--- src/rtl/cache_fill_controller_if.sv ---
// Signal bundle between the miss handler and the caches, the pipeline and main memory.
// Miss counter signals exist only when CFC_MISS_COUNTERS_EN is defined.
interface cache_fill_controller_if #(
    parameter int ADDR_W        = 16,
    parameter int DATA_W        = 16,
    parameter int WORDS_PER_BLK = 8
);
    localparam int IDX_W = $clog2(WORDS_PER_BLK);

    logic              i_miss;
    logic [ADDR_W-1:0] i_miss_addr;
    logic              d_miss;
    logic [ADDR_W-1:0] d_miss_addr;
    logic              d_wr_req;
    logic [ADDR_W-1:0] d_wr_addr;
    logic [DATA_W-1:0] d_wr_data;
    logic              mem_en;
    logic              mem_wr;
    logic [ADDR_W-1:0] mem_addr;
    logic [DATA_W-1:0] mem_wdata;
    logic              mem_rvalid;
    logic [DATA_W-1:0] mem_rdata;
    logic              fill_we;
    logic              fill_sel;
    logic [IDX_W-1:0]  fill_idx;
    logic [DATA_W-1:0] fill_data;
    logic              tag_we;
    logic [ADDR_W-1:0] fill_base;
    logic              i_stall;
    logic              d_stall;
    logic              busy;
`ifdef CFC_MISS_COUNTERS_EN
    logic [15:0]       i_miss_cnt;
    logic [15:0]       d_miss_cnt;
`endif

    modport master (
        input  i_miss, i_miss_addr, d_miss, d_miss_addr,
        input  d_wr_req, d_wr_addr, d_wr_data,
        input  mem_rvalid, mem_rdata,
        output mem_en, mem_wr, mem_addr, mem_wdata,
        output fill_we, fill_sel, fill_idx, fill_data, tag_we, fill_base,
        output i_stall, d_stall, busy
`ifdef CFC_MISS_COUNTERS_EN
        , output i_miss_cnt, d_miss_cnt
`endif
    );

    modport slave (
        output i_miss, i_miss_addr, d_miss, d_miss_addr,
        output d_wr_req, d_wr_addr, d_wr_data,
        output mem_rvalid, mem_rdata,
        input  mem_en, mem_wr, mem_addr, mem_wdata,
        input  fill_we, fill_sel, fill_idx, fill_data, tag_we, fill_base,
        input  i_stall, d_stall, busy
`ifdef CFC_MISS_COUNTERS_EN
        , input i_miss_cnt, d_miss_cnt
`endif
    );
endinterface

--- src/rtl/cache_fill_controller.sv ---
// Cache miss handler: arbitrates stores and I/D misses, streams a block from pipelined memory.
// Optional per-side miss counters are enabled with CFC_MISS_COUNTERS_EN.
module cache_fill_controller #(
    parameter int ADDR_W        = 16,
    parameter int DATA_W        = 16,
    parameter int WORDS_PER_BLK = 8,
    parameter int MEM_LAT       = 4
) (
    input  logic                   clk,
    input  logic                   rst_n,
    cache_fill_controller_if.master bus
);
    localparam int                IDX_W    = $clog2(WORDS_PER_BLK);
    localparam logic [ADDR_W-1:0] OFF_MASK = ADDR_W'((1 << (IDX_W + 1)) - 1);
    localparam logic [IDX_W-1:0]  LAST_IDX = IDX_W'(WORDS_PER_BLK - 1);

    if (WORDS_PER_BLK < 2 || (WORDS_PER_BLK & (WORDS_PER_BLK - 1)) != 0 || MEM_LAT < 0) begin : g_param_chk
        $error("cache_fill_controller: WORDS_PER_BLK must be a power of 2 >= 2, MEM_LAT >= 0");
    end

    typedef enum logic [2:0] {IDLE, WRITE, ISSUE, DRAIN, DONE} state_t;

    state_t            state_q, state_d;
    logic              sel_q;
    logic [ADDR_W-1:0] base_q;
    logic [IDX_W-1:0]  iss_cnt_q;
    logic [IDX_W-1:0]  ret_cnt_q;

    logic              ret_take;
    logic              ret_last;
    logic              start_fill;
    logic              mem_en, mem_wr, tag_we;
    logic [ADDR_W-1:0] mem_addr;
    logic [DATA_W-1:0] mem_wdata;

    always_comb begin
        state_d   = state_q;
        mem_en    = 1'b0;
        mem_wr    = 1'b0;
        mem_addr  = '0;
        mem_wdata = '0;
        tag_we    = 1'b0;
        ret_take  = bus.mem_rvalid && (state_q == ISSUE || state_q == DRAIN);
        ret_last  = ret_take && (ret_cnt_q == LAST_IDX);
        unique case (state_q)
            IDLE: begin
                if (bus.d_wr_req)
                    state_d = WRITE;
                else if (bus.d_miss || bus.i_miss)
                    state_d = ISSUE;
            end
            WRITE: begin
                mem_en    = 1'b1;
                mem_wr    = 1'b1;
                mem_addr  = bus.d_wr_addr;
                mem_wdata = bus.d_wr_data;
                state_d   = IDLE;
            end
            ISSUE: begin
                mem_en   = 1'b1;
                mem_addr = base_q + ADDR_W'({iss_cnt_q, 1'b0});
                // A return completing the block wins over the move to DRAIN
                if (ret_last)
                    state_d = DONE;
                else if (iss_cnt_q == LAST_IDX)
                    state_d = DRAIN;
            end
            DRAIN: begin
                if (ret_last)
                    state_d = DONE;
            end
            DONE: begin
                tag_we  = 1'b1;
                state_d = IDLE;
            end
            default: state_d = IDLE;
        endcase
    end

    assign start_fill = (state_q == IDLE) && (state_d == ISSUE);

    always_ff @(posedge clk or negedge rst_n) begin
        if (!rst_n) begin
            state_q   <= IDLE;
            sel_q     <= 1'b0;
            base_q    <= '0;
            iss_cnt_q <= '0;
            ret_cnt_q <= '0;
        end else begin
            state_q <= state_d;
            if (start_fill) begin
                sel_q     <= bus.d_miss;
                base_q    <= (bus.d_miss ? bus.d_miss_addr : bus.i_miss_addr) & ~OFF_MASK;
                iss_cnt_q <= '0;
                ret_cnt_q <= '0;
            end else begin
                if (state_q == ISSUE)
                    iss_cnt_q <= iss_cnt_q + 1'b1;
                if (ret_take)
                    ret_cnt_q <= ret_cnt_q + 1'b1;
            end
        end
    end

    assign bus.mem_en    = mem_en;
    assign bus.mem_wr    = mem_wr;
    assign bus.mem_addr  = mem_addr;
    assign bus.mem_wdata = mem_wdata;
    assign bus.fill_we   = ret_take;
    assign bus.fill_idx  = ret_take ? ret_cnt_q : '0;
    assign bus.fill_data = ret_take ? bus.mem_rdata : '0;
    assign bus.fill_sel  = sel_q;
    assign bus.fill_base = base_q;
    assign bus.tag_we    = tag_we;
    assign bus.busy      = (state_q != IDLE);

    // A stall drops only in the DONE cycle of its own fill; stores wait until they own the bus
    assign bus.i_stall = bus.i_miss & ~((state_q == DONE) & ~sel_q);
    assign bus.d_stall = (bus.d_miss & ~((state_q == DONE) & sel_q))
                       | (bus.d_wr_req & (state_q != WRITE));

`ifdef CFC_MISS_COUNTERS_EN
    logic [15:0] i_cnt_q, d_cnt_q;

    always_ff @(posedge clk or negedge rst_n) begin
        if (!rst_n) begin
            i_cnt_q <= '0;
            d_cnt_q <= '0;
        end else if (start_fill) begin
            if (bus.d_miss) begin
                if (d_cnt_q != 16'hFFFF)
                    d_cnt_q <= d_cnt_q + 16'd1;
            end else if (i_cnt_q != 16'hFFFF) begin
                i_cnt_q <= i_cnt_q + 16'd1;
            end
        end
    end

    assign bus.i_miss_cnt = i_cnt_q;
    assign bus.d_miss_cnt = d_cnt_q;
`endif
endmodule

--- src/flat_wrapper.sv ---
// flat-port wrapper written by rule: the top's interface ports become plain ports
module cache_fill_controller_flat 
#(
    parameter int ADDR_W        = 16,
    parameter int DATA_W        = 16,
    parameter int WORDS_PER_BLK = 8,
    parameter int MEM_LAT       = 4
)
  (clk, rst_n, bus_i_miss, bus_i_miss_addr, bus_d_miss, bus_d_miss_addr, bus_d_wr_req, bus_d_wr_addr, bus_d_wr_data, bus_mem_rvalid, bus_mem_rdata, bus_mem_en, bus_mem_wr, bus_mem_addr, bus_mem_wdata, bus_fill_we, bus_fill_sel, bus_fill_idx, bus_fill_data, bus_tag_we, bus_fill_base, bus_i_stall, bus_d_stall, bus_busy);
  cache_fill_controller_if #(.ADDR_W(ADDR_W), .DATA_W(DATA_W), .WORDS_PER_BLK(WORDS_PER_BLK)) bus_i ();
  input  logic clk;
  input  logic rst_n;
  input wire logic [$bits(bus_i.i_miss)-1:0] bus_i_miss;
  input wire logic [$bits(bus_i.i_miss_addr)-1:0] bus_i_miss_addr;
  input wire logic [$bits(bus_i.d_miss)-1:0] bus_d_miss;
  input wire logic [$bits(bus_i.d_miss_addr)-1:0] bus_d_miss_addr;
  input wire logic [$bits(bus_i.d_wr_req)-1:0] bus_d_wr_req;
  input wire logic [$bits(bus_i.d_wr_addr)-1:0] bus_d_wr_addr;
  input wire logic [$bits(bus_i.d_wr_data)-1:0] bus_d_wr_data;
  input wire logic [$bits(bus_i.mem_rvalid)-1:0] bus_mem_rvalid;
  input wire logic [$bits(bus_i.mem_rdata)-1:0] bus_mem_rdata;
  output wire logic [$bits(bus_i.mem_en)-1:0] bus_mem_en;
  output wire logic [$bits(bus_i.mem_wr)-1:0] bus_mem_wr;
  output wire logic [$bits(bus_i.mem_addr)-1:0] bus_mem_addr;
  output wire logic [$bits(bus_i.mem_wdata)-1:0] bus_mem_wdata;
  output wire logic [$bits(bus_i.fill_we)-1:0] bus_fill_we;
  output wire logic [$bits(bus_i.fill_sel)-1:0] bus_fill_sel;
  output wire logic [$bits(bus_i.fill_idx)-1:0] bus_fill_idx;
  output wire logic [$bits(bus_i.fill_data)-1:0] bus_fill_data;
  output wire logic [$bits(bus_i.tag_we)-1:0] bus_tag_we;
  output wire logic [$bits(bus_i.fill_base)-1:0] bus_fill_base;
  output wire logic [$bits(bus_i.i_stall)-1:0] bus_i_stall;
  output wire logic [$bits(bus_i.d_stall)-1:0] bus_d_stall;
  output wire logic [$bits(bus_i.busy)-1:0] bus_busy;
  assign bus_i.i_miss = bus_i_miss;
  assign bus_i.i_miss_addr = bus_i_miss_addr;
  assign bus_i.d_miss = bus_d_miss;
  assign bus_i.d_miss_addr = bus_d_miss_addr;
  assign bus_i.d_wr_req = bus_d_wr_req;
  assign bus_i.d_wr_addr = bus_d_wr_addr;
  assign bus_i.d_wr_data = bus_d_wr_data;
  assign bus_i.mem_rvalid = bus_mem_rvalid;
  assign bus_i.mem_rdata = bus_mem_rdata;
  assign bus_mem_en = bus_i.mem_en;
  assign bus_mem_wr = bus_i.mem_wr;
  assign bus_mem_addr = bus_i.mem_addr;
  assign bus_mem_wdata = bus_i.mem_wdata;
  assign bus_fill_we = bus_i.fill_we;
  assign bus_fill_sel = bus_i.fill_sel;
  assign bus_fill_idx = bus_i.fill_idx;
  assign bus_fill_data = bus_i.fill_data;
  assign bus_tag_we = bus_i.tag_we;
  assign bus_fill_base = bus_i.fill_base;
  assign bus_i_stall = bus_i.i_stall;
  assign bus_d_stall = bus_i.d_stall;
  assign bus_busy = bus_i.busy;
  cache_fill_controller #(.ADDR_W(ADDR_W), .DATA_W(DATA_W), .WORDS_PER_BLK(WORDS_PER_BLK), .MEM_LAT(MEM_LAT)) u_core (.clk(clk), .rst_n(rst_n), .bus(bus_i));
endmodule
--- config.mk ---
export PLATFORM = sky130hd
export DESIGN_NAME = cache_fill_controller_flat
export DESIGN_NICKNAME = d
export VERILOG_FILES = /design/src/rtl/cache_fill_controller_if.sv /design/src/rtl/cache_fill_controller.sv /design/src/flat_wrapper.sv
export SDC_FILE = /design/constraint.sdc
export NUM_CORES = 1
export LEC_CHECK = 0
export ABC_AREA = 1
export BUFFER_PORTS_ARGS = -buffer_cell sky130_fd_sc_hd__clkbuf_2
export CORE_MARGIN = 8
export CORE_UTILIZATION = 35
export CTS_BUF_LIST = sky130_fd_sc_hd__clkbuf_4 sky130_fd_sc_hd__clkbuf_8
export DETAILED_ROUTE_END_ITERATION = 16
export PLACE_DENSITY = 0.75
export SKIP_CTS_REPAIR_TIMING = 1
export SYNTH_ARGS = -nofsm -noshare
export SYNTH_HDL_FRONTEND = slang
export SYNTH_SLANG_ARGS = --single-unit
--- constraint.sdc ---
create_clock -name clk -period 2.3 [get_ports clk]
set_clock_uncertainty 0.1 [all_clocks]
set_input_delay 0 -clock clk [delete_from_list [all_inputs] [get_ports clk]]
set_output_delay 0 -clock clk [all_outputs]
set_load 0.02 [all_outputs]
## After elaboration in Yosys (flattened, before gate mapping)

Cells that the tools add are included.
Widths: inputs -> output; s select.

- $add $sub $neg: 3
- Equal/unequal tests: 8
- Mux-type cells: 18
- Bitwise operators: 9
- Reduce and logical (&&, ||, !) cells: 10

Operator list:

| cell | count |
|---|---|
| $mux 16 | 3 |
| $pmux 16 s2 | 1 |
| $mux 3 | 10 |
| $add 16x4->16 | 1 |
| $eq 3x2->1 const B | 3 |
| $eq 3x3->1 const B | 3 |
| $pmux 3 s3 | 1 |
| $add 3x1->3 const B | 2 |
| $and 1x1->1 | 5 |
| $reduce_bool 2->1 | 2 |
| $eq 3x1->1 const B | 1 |
| $logic_and 1x1->1 | 3 |
| $logic_not 3->1 | 1 |
| $mux 1 | 3 |
| $ne 3x1->1 const B | 1 |
| $not 1->1 | 3 |
| $reduce_bool 3->1 | 1 |
| $logic_or 1x1->1 | 2 |
| $reduce_or 2->1 | 1 |
| $or 1x1->1 | 1 |

- Register bits after elaboration: 22
- Input port bits: 86
- Word-level logic and storage cells: 53

## Depth between registers and ports, before layout

Gate-level depths: netlist (run 1).

- Depth after elaboration: 9
- Gate-level depth with buffers: 7
- Gate-level depth less buffers: 7

## Worst setup path before layout (run 1)

No wires, ideal clock.

- Kind: flip-flop to output port
- From: register u_core.state_q[2]
- To: output port bus_fill_idx[0]
- Arrival time: 1.260 ns
- Required time: 2.200 ns
- Slack: 0.940 ns
- Cell stages (with the launch flop): 7
- Path buffers: 1
- Cells stage by stage: dfrtp_1 inv_1 nand3_1 buf_4 inv_1 nand2_1 inv_1

- Cells in the longest elaborated chain, start to end: 4

RTL lines:

| element | RTL line | source |
|---|---|---|
| start: declaration | cache_fill_controller.sv:23 | `state_t state_q, state_d;` |
| start signal: assignment | cache_fill_controller.sv:90 | `state_q <= state_d;` |
| $eq 3x2->1 | cache_fill_controller.sv:43 | `ret_take = bus.mem_rvalid && (state_q == ISSUE \|\| state_q == DRAIN);` |
| $logic_or 1x1->1 * | cache_fill_controller.sv:43 |  |
| $logic_and 1x1->1 * | cache_fill_controller.sv:43 |  |
| net bus_fill_we | flat_wrapper.sv:26 | `output wire logic [$bits(bus_i.fill_we)-1:0] bus_fill_we;` |
| $mux 3 * | cache_fill_controller.sv:110 | `assign bus.fill_idx = ret_take ? ret_cnt_q : '0;` |
| end: declaration | flat_wrapper.sv:28 | `output wire logic [$bits(bus_i.fill_idx)-1:0] bus_fill_idx;` |

Mark *: on every way through the listed nets, which the timed path passes. The rest lies on a longest branch.

## Worst setup path in the final report (run 1)

- From: register u_core.state_q[2]
- To: output port bus_mem_addr[1]

- Cells in the longest elaborated chain, start to end: 2

RTL lines:

| element | RTL line | source |
|---|---|---|
| $eq 3x2->1 / $eq 3x1->1 (equally long branches) | cache_fill_controller.sv:45 | `unique case (state_q)` |
| $pmux 16 s2 * | cache_fill_controller.sv:45 |  |
| end: declaration | flat_wrapper.sv:24 | `output wire logic [$bits(bus_i.mem_addr)-1:0] bus_mem_addr;` |

Mark *: on every way between the ends. The rest lies on a longest branch, timed or not.

==> results of run 1 <==
worst max-delay path, stage by stage (launching register included):
cell and delay [ps]:
dfrtp_1 460, inv_1 150, nand2_1 80, nor2_2 530, nand2_1 150, nand2_1 100, clkbuf_2 170
flip-flops by register name (all words and copies together) (netlist names):
| register | count |
|---|---|
| u_core.bus.fill_base | 12 |
| u_core.bus.fill_sel | 1 |
| u_core.iss_cnt_q | 3 |
| u_core.ret_cnt_q | 3 |
| u_core.state_q | 3 |
layer usage:
layer  vias to the layer above  GRT usage, %  part of all wire, %
met5                         -             0                    0
met4                         0          4.84                  1.6
met3                         7          3.68                  7.6
met2                        57          29.4                   54
met1                       973          15.2                   36
li1                       1148             -                    -
layout make-up:
| cell class | count | area, um^2 | share of cell area, % |
|---|---|---|---|
| multi-input combinational | 199 | 887 | 33.7 |
| clock buffer | 4 | 55.1 | 2.09 |
| timing repair buffer | 155 | 806 | 30.7 |
| sequential | 22 | 551 | 20.9 |
| inverter | 64 | 243 | 9.23 |
| tap | 70 | 87.6 | 3.33 |
how the worst min path moves through the flow:
stage                              startpoint                                   end  slack [ps]
final                     bus_i_miss_addr[11]  u_core.bus.fill_base[11]$_DFFE_PN0P_         -30
after global routing           bus_mem_rvalid       u_core.ret_cnt_q[1]$_DFFE_PN0P_          10
after CTS                               rst_n  u_core.bus.fill_base[11]$_DFFE_PN0P_        -380
after detailed placement                rst_n   u_core.bus.fill_base[9]$_DFFE_PN0P_         -90
after global placement                  rst_n   u_core.bus.fill_base[9]$_DFFE_PN0P_         -90
after floorplan                         rst_n  u_core.bus.fill_base[10]$_DFFE_PN0P_        -400
metrics by stage:
step	instance area, um^2	hold WS [ps]	utilization [%]
2_1_floorplan	1790	-396	-
3_3_place_gp	2520	-89.6	50.4
3_5_place_dp	2520	-90.5	50.4
4_1_cts	2580	-377	51.5
5_1_grt	2630	9.66	52.5
6_report	2630	-33.8	52.5
power by group through the flow:
| stage | sequential, uW | combinational, uW | clock [uW] |
|---|---|---|---|
| 2_1_floorplan | 810 | 1050 | 0 |
| 3_3_place_gp | 709 | 1680 | 0 |
| 3_5_place_dp | 715 | 1710 | 0 |
| 4_1_cts | 708 | 1720 | 279 |
| 5_1_grt | 733 | 1890 | 298 |
| 6_report | 706 | 1700 | 273 |
logic make-up (layout without fill, tap and decap cells):
kind of cell / Yosys count / in the layout / share of synthesized area (%)
XOR/XNOR: 1 / 1 / 0.494
buffers and inverters: 79 / 223 / 19.6
flip-flops: 22 / 22 / 31.0
AO/OA/AOI/OAI: 17 / 17 / 4.80
other: 1 / 4 / 0.211
AND/OR/NAND/NOR: 173 / 173 / 41.0
adder cells (fa/ha/maj): 4 / 4 / 2.82
Yosys cell counts, drive strengths merged:
library cell and instances:
nor3 1, conb 1, nand2 105, o21ai 17, dfrtp 22, nand4 1
ha 4, inv 64, nor2 47, buf 13, xor2 1, clkbuf 2
nand3 19
==> impl_results.md, run 1 <==
* Drt first-iter violations at ~120
* # IOs at 161
* Pwr dens at ~1000 nW/um^2
* Initial core utilization at 35.4%
* Final Cycle Share at 87.3%
* Reg2reg start: u_core.state_q[2]$_DFF_PN0_
* Outcome: finished, violations left
* Dpl cells at 505
* R2R depth at 6
* Setup crit end: bus_mem_addr[1]
* Netlist cell types at 20
* Final setup vio count at 0
* Hold slack at -33.8 ps
* Arrival @ worst endpoint at 1910 ps
* Port bufs at 148
* Clock transition at path regs at 80 ps
* WL final at 5.98 mm
* Number of remaining DRC errors at 0
* Critical path fanouts, max at 17
* CTS tree: done
* Vias in the first global route at just over 2000
* Kind of critical path: reg -> out
* Sequential share of power at 26.3%
* Pins Over Slew Limit at 0
* Post-synthesis sequential area ratio at around 31%
* Num CTS Buffers at 3
* Core footprint at 5010 um^2
* Drt pass-1 iters at 4
* Die area at roughly 7600 um^2
* Fmax at approximately 500 MHz
* Area grow syn2layout at 48.2%
* Cell Rows at 26
* Total GRT Usage at ~15%
* Slew margin rel. at 54.6%
* Synthesized netlist cell count at 297
* Worst R2R Setup Slack at roughly 570 ps
* Setup tns final at 0 ps
* Clock insertion delay at the later pin of the skew report at 260 ps
* Maximum vdd drop at 0.000396 V
* Critical Path Start Type: register
* RSZ-0062 raised after global routing: no
* Vias per Instance at 4.25
* Routed wire per std cell at 11.6 um
* Most frequent cells in the layout: clkbuf_2, nand2_1, inv_1
* Hold Vio Cnt, Final at 12
* Internal cell power at around 1300 uW
* Max Cap Violations at 0
* Mapped cell area at 1770 um^2
* Fin cells at 514
* Ant diodes at 0
* Most area-consuming cells after synthesis: dfrtp_1, nand2_1, inv_1
* Post-synth top area share at 31.0%
* Setup ws final at slightly below 300 ps
* Crit. End Element: output port
* Dpl hpwl at approximately 5.0 mm
* Worst setup path startpoint: u_core.state_q[2]$_DFF_PN0_
* Total Power at 2680 uW
* Largest area contributor in the netlist: dfrtp_1
* Worst Tran Pin Value at between 600 and 700 ps
* Clock share of power at 10.2%
* FF+latch count, synth at 22
* Fill cells at 536
* Via count at 2185
* First-pass GRT wire length at 9.31 mm
* Sw frac at 53.1%
* Die X at 87.2 um
* CTS HTree Levels at 1
* Share of cells above drive strength 1 at 38.7%
* Pre-CTS setup slack at 586 ps
* Yosys warns at 0
* P_leak at 0.00181 uW
* Routed Antenna Nets at 0
* Root Driver: clkbuf_8
* Synth Area per Inst at 5.97 um^2
* Largest net degree at the start of global routing at 28
* Clk sink count at 22
* Initial antenna violation count at 0
* Clk buf depth at 2
* Min-delay worst type: in -> reg
* Worst Path Required at roughly 2200 ps
* Fin crit period at 2010 ps
* Hold depth at 5
* Die Ht at 87.2 um
* Most common cell after layout, fill and taps aside: clkbuf_2
* Final #Nets at 535
* Grt total ovfl at 0
* Combinational Power Share at 63.5%
* Switch Pwr at 1420 uW
* GPL Wtd Cong at 0.815
* Failing checks: negative hold slack
* Worst R2R End: u_core.iss_cnt_q[0]$_DFFE_PN0P_
No activity file was read; power rests on OpenSTA's default activity.
==> run 2, diff against run 1 <==
--- a/config.mk
+++ b/config.mk
@@ -7,6 +7,7 @@
 export LEC_CHECK = 0
 export ABC_AREA = 1
 export BUFFER_PORTS_ARGS = -buffer_cell sky130_fd_sc_hd__clkbuf_2
+export CORE_ASPECT_RATIO = 0.9
 export CORE_MARGIN = 8
 export CORE_UTILIZATION = 35
 export CTS_BUF_LIST = sky130_fd_sc_hd__clkbuf_4 sky130_fd_sc_hd__clkbuf_8
==> impl_results.md, run 2 (synthesized netlist as in run 1, its figures left out) <==
* Outcome: finished, violations left
* Failing checks: negative hold slack
* Clk buf depth at 2
* Most frequent cells in the layout: clkbuf_2, nand2_1, inv_1
* Vias in the first global route at about 2100
* CP top delay family: simple AND/OR/NAND/NOR gates
* Dpl cells at 500
* Clock transition at path regs at 80 ps
* Sequential share of power at 26.5%
* Fin crit period at just under 2000 ps
* Worst Path Required at 2200 ps
* Share of cells above drive strength 1 at 38.9%
* RSZ-0062 raised after global routing: no
* Worst R2R End: u_core.iss_cnt_q[0]$_DFFE_PN0P_
* Clock share of power at 10.2%
* Slowest CP cell: nor2_2
* Final Util at between 50% and 60%
* # IOs at ~160
* Max FFs per register at 12
* Final setup vio count at 0
* Critical path fanouts, max at 17
* Hold Vio Cnt, Final at 12
* Maximum vdd drop at 0.000427 V
* Worst setup path startpoint: u_core.state_q[2]$_DFF_PN0_
* Initial antenna violation count at 1
* Arrival @ worst endpoint at around 1900 ps
* Switch Pwr at 1410 uW
* Most used cell, CP: nand2_1
* Area grow syn2layout at 46.8%
* Combinational Power Share at 63.3%
* Initial core utilization at 36.5%
* Bufs and invs on worst path at 2
* R2R depth at 6
* Total Power at 2670 uW
* Max Cap Violations at 0
* Via count at 2160
* First-pass GRT wire length at 9.83 mm
* Final instance area at 2610 um^2
* Worst R2R Setup Slack at 620 ps
* Grt total ovfl at 0
* Drt first-iter violations at 30
* Post-DP Area at 2520 um^2
* Final Cycle Share at 85.0%
* WL final at about 5.9 mm
* Root Driver: clkbuf_8
* Critical-path cell list: inv_1 -> nand2_1 -> nor2_2 -> nand2_1 -> nand2_1 -> clkbuf_2
* Dpl hpwl at 4.97 mm
* Setup crit end: bus_mem_addr[1]
* Die X at about 91 um
* Routed wire per std cell at roughly 12 um
* Hold slack at -25.0 ps
* Port bufs at between 100 and 150
* Final #Nets at 533
* Pwr dens at 1020 nW/um^2
* Number of remaining DRC errors at 0
* Most common cell after layout, fill and taps aside: clkbuf_2
* Reg2reg start: u_core.state_q[2]$_DFF_PN0_
* Internal cell power at 1260 uW
* Min-delay worst type: in -> reg
* CTS tree: done
* P_leak at 0.00180 uW
* Kind of critical path: reg -> out
* Die Ht at 83.5 um
* Slew margin rel. at 56.9%
* Die area at 7610 um^2
* Sw frac at 52.9%
* Clk sink count at 22
* Vias per Instance at 4.25
* Drt pass-1 iters at 4
* Pins Over Slew Limit at 0
* CP max stage delay at roughly 500 ps
* Fin cells at ~510
* CTS HTree Levels at 1
* Cell Rows at 24
* Largest net degree at the start of global routing at 28
* Num CTS Buffers at 3
* Critical path depth in cells at 6
* Total GRT Usage at between 15 and 20%
* Worst Tran Pin Value at 646 ps
* Core footprint at 4860 um^2
* Routed Antenna Nets at 0
* Crit. End Element: output port
* Clock insertion delay at the later pin of the skew report at 260 ps
* Fmax at 512 MHz
* Critical Path Start Type: register
* Setup tns final at 0 ps
* GPL Wtd Cong at 0.776
## run 2: power by group through the flow
stage                     clock network [uW]  registers [uW]  logic [uW]
final                                    272             707        1690
after CTS                                278             708        1710
after global placement                     0             707        1670
after detailed placement                   0             715        1710
after global routing                     295             738        1890
after floorplan                            0             810        1050
## run 2: how the worst min path moves through the flow
stage | from | endpoint | slack, ps | depth (start not counted)
after global routing | bus_i_miss_addr[13] | u_core.bus.fill_base[13]$_DFFE_PN0P_ | 0.4 | 5
after floorplan | rst_n | u_core.bus.fill_base[10]$_DFFE_PN0P_ | -400 | 0
after detailed placement | rst_n | u_core.bus.fill_base[14]$_DFFE_PN0P_ | -90 | 1
final | bus_d_wr_req | u_core.state_q[0]$_DFF_PN0_ | -30 | 3
after global placement | rst_n | u_core.bus.fill_base[14]$_DFFE_PN0P_ | -90 | 1
after CTS | rst_n | u_core.bus.fill_base[11]$_DFFE_PN0P_ | -370 | 1
## run 2: tightest hold or removal path: cells and delay by family
family                 cells  cell delay (ps)
buffers and inverters      1              110
AND/OR/NAND/NOR            1               90
AO/OA/AOI/OAI              1               80
## run 2: layer usage
layer	track usage, %	share of wire (%)
met4	1.49	1.2
met5	0	0
met2	28.5	50
met1	15.4	40
met3	6.21	8.8
## run 2: area by class of cell
| class | count | area, um^2 |
|---|---|---|
| tap | 65 | 81.3 |
| inverter | 64 | 243 |
| timing repair buffer | 153 | 786 |
| fill | 525 | 2260 |
| antenna | 1 | 2.50 |
| clock buffer | 4 | 55.1 |
| sequential | 22 | 551 |
| multi-input combinational | 199 | 887 |
## run 2: metrics by stage
| stage | worst slack, ps | hold WS [ps] |
|---|---|---|
| detailed placement | 606 | -87.4 |
| floorplan | 940 | -396 |
| global placement | 632 | -89.4 |
| CTS | 307 | -367 |
| finish | 345 | -25.0 |
| global route | 129 | 0.350 |
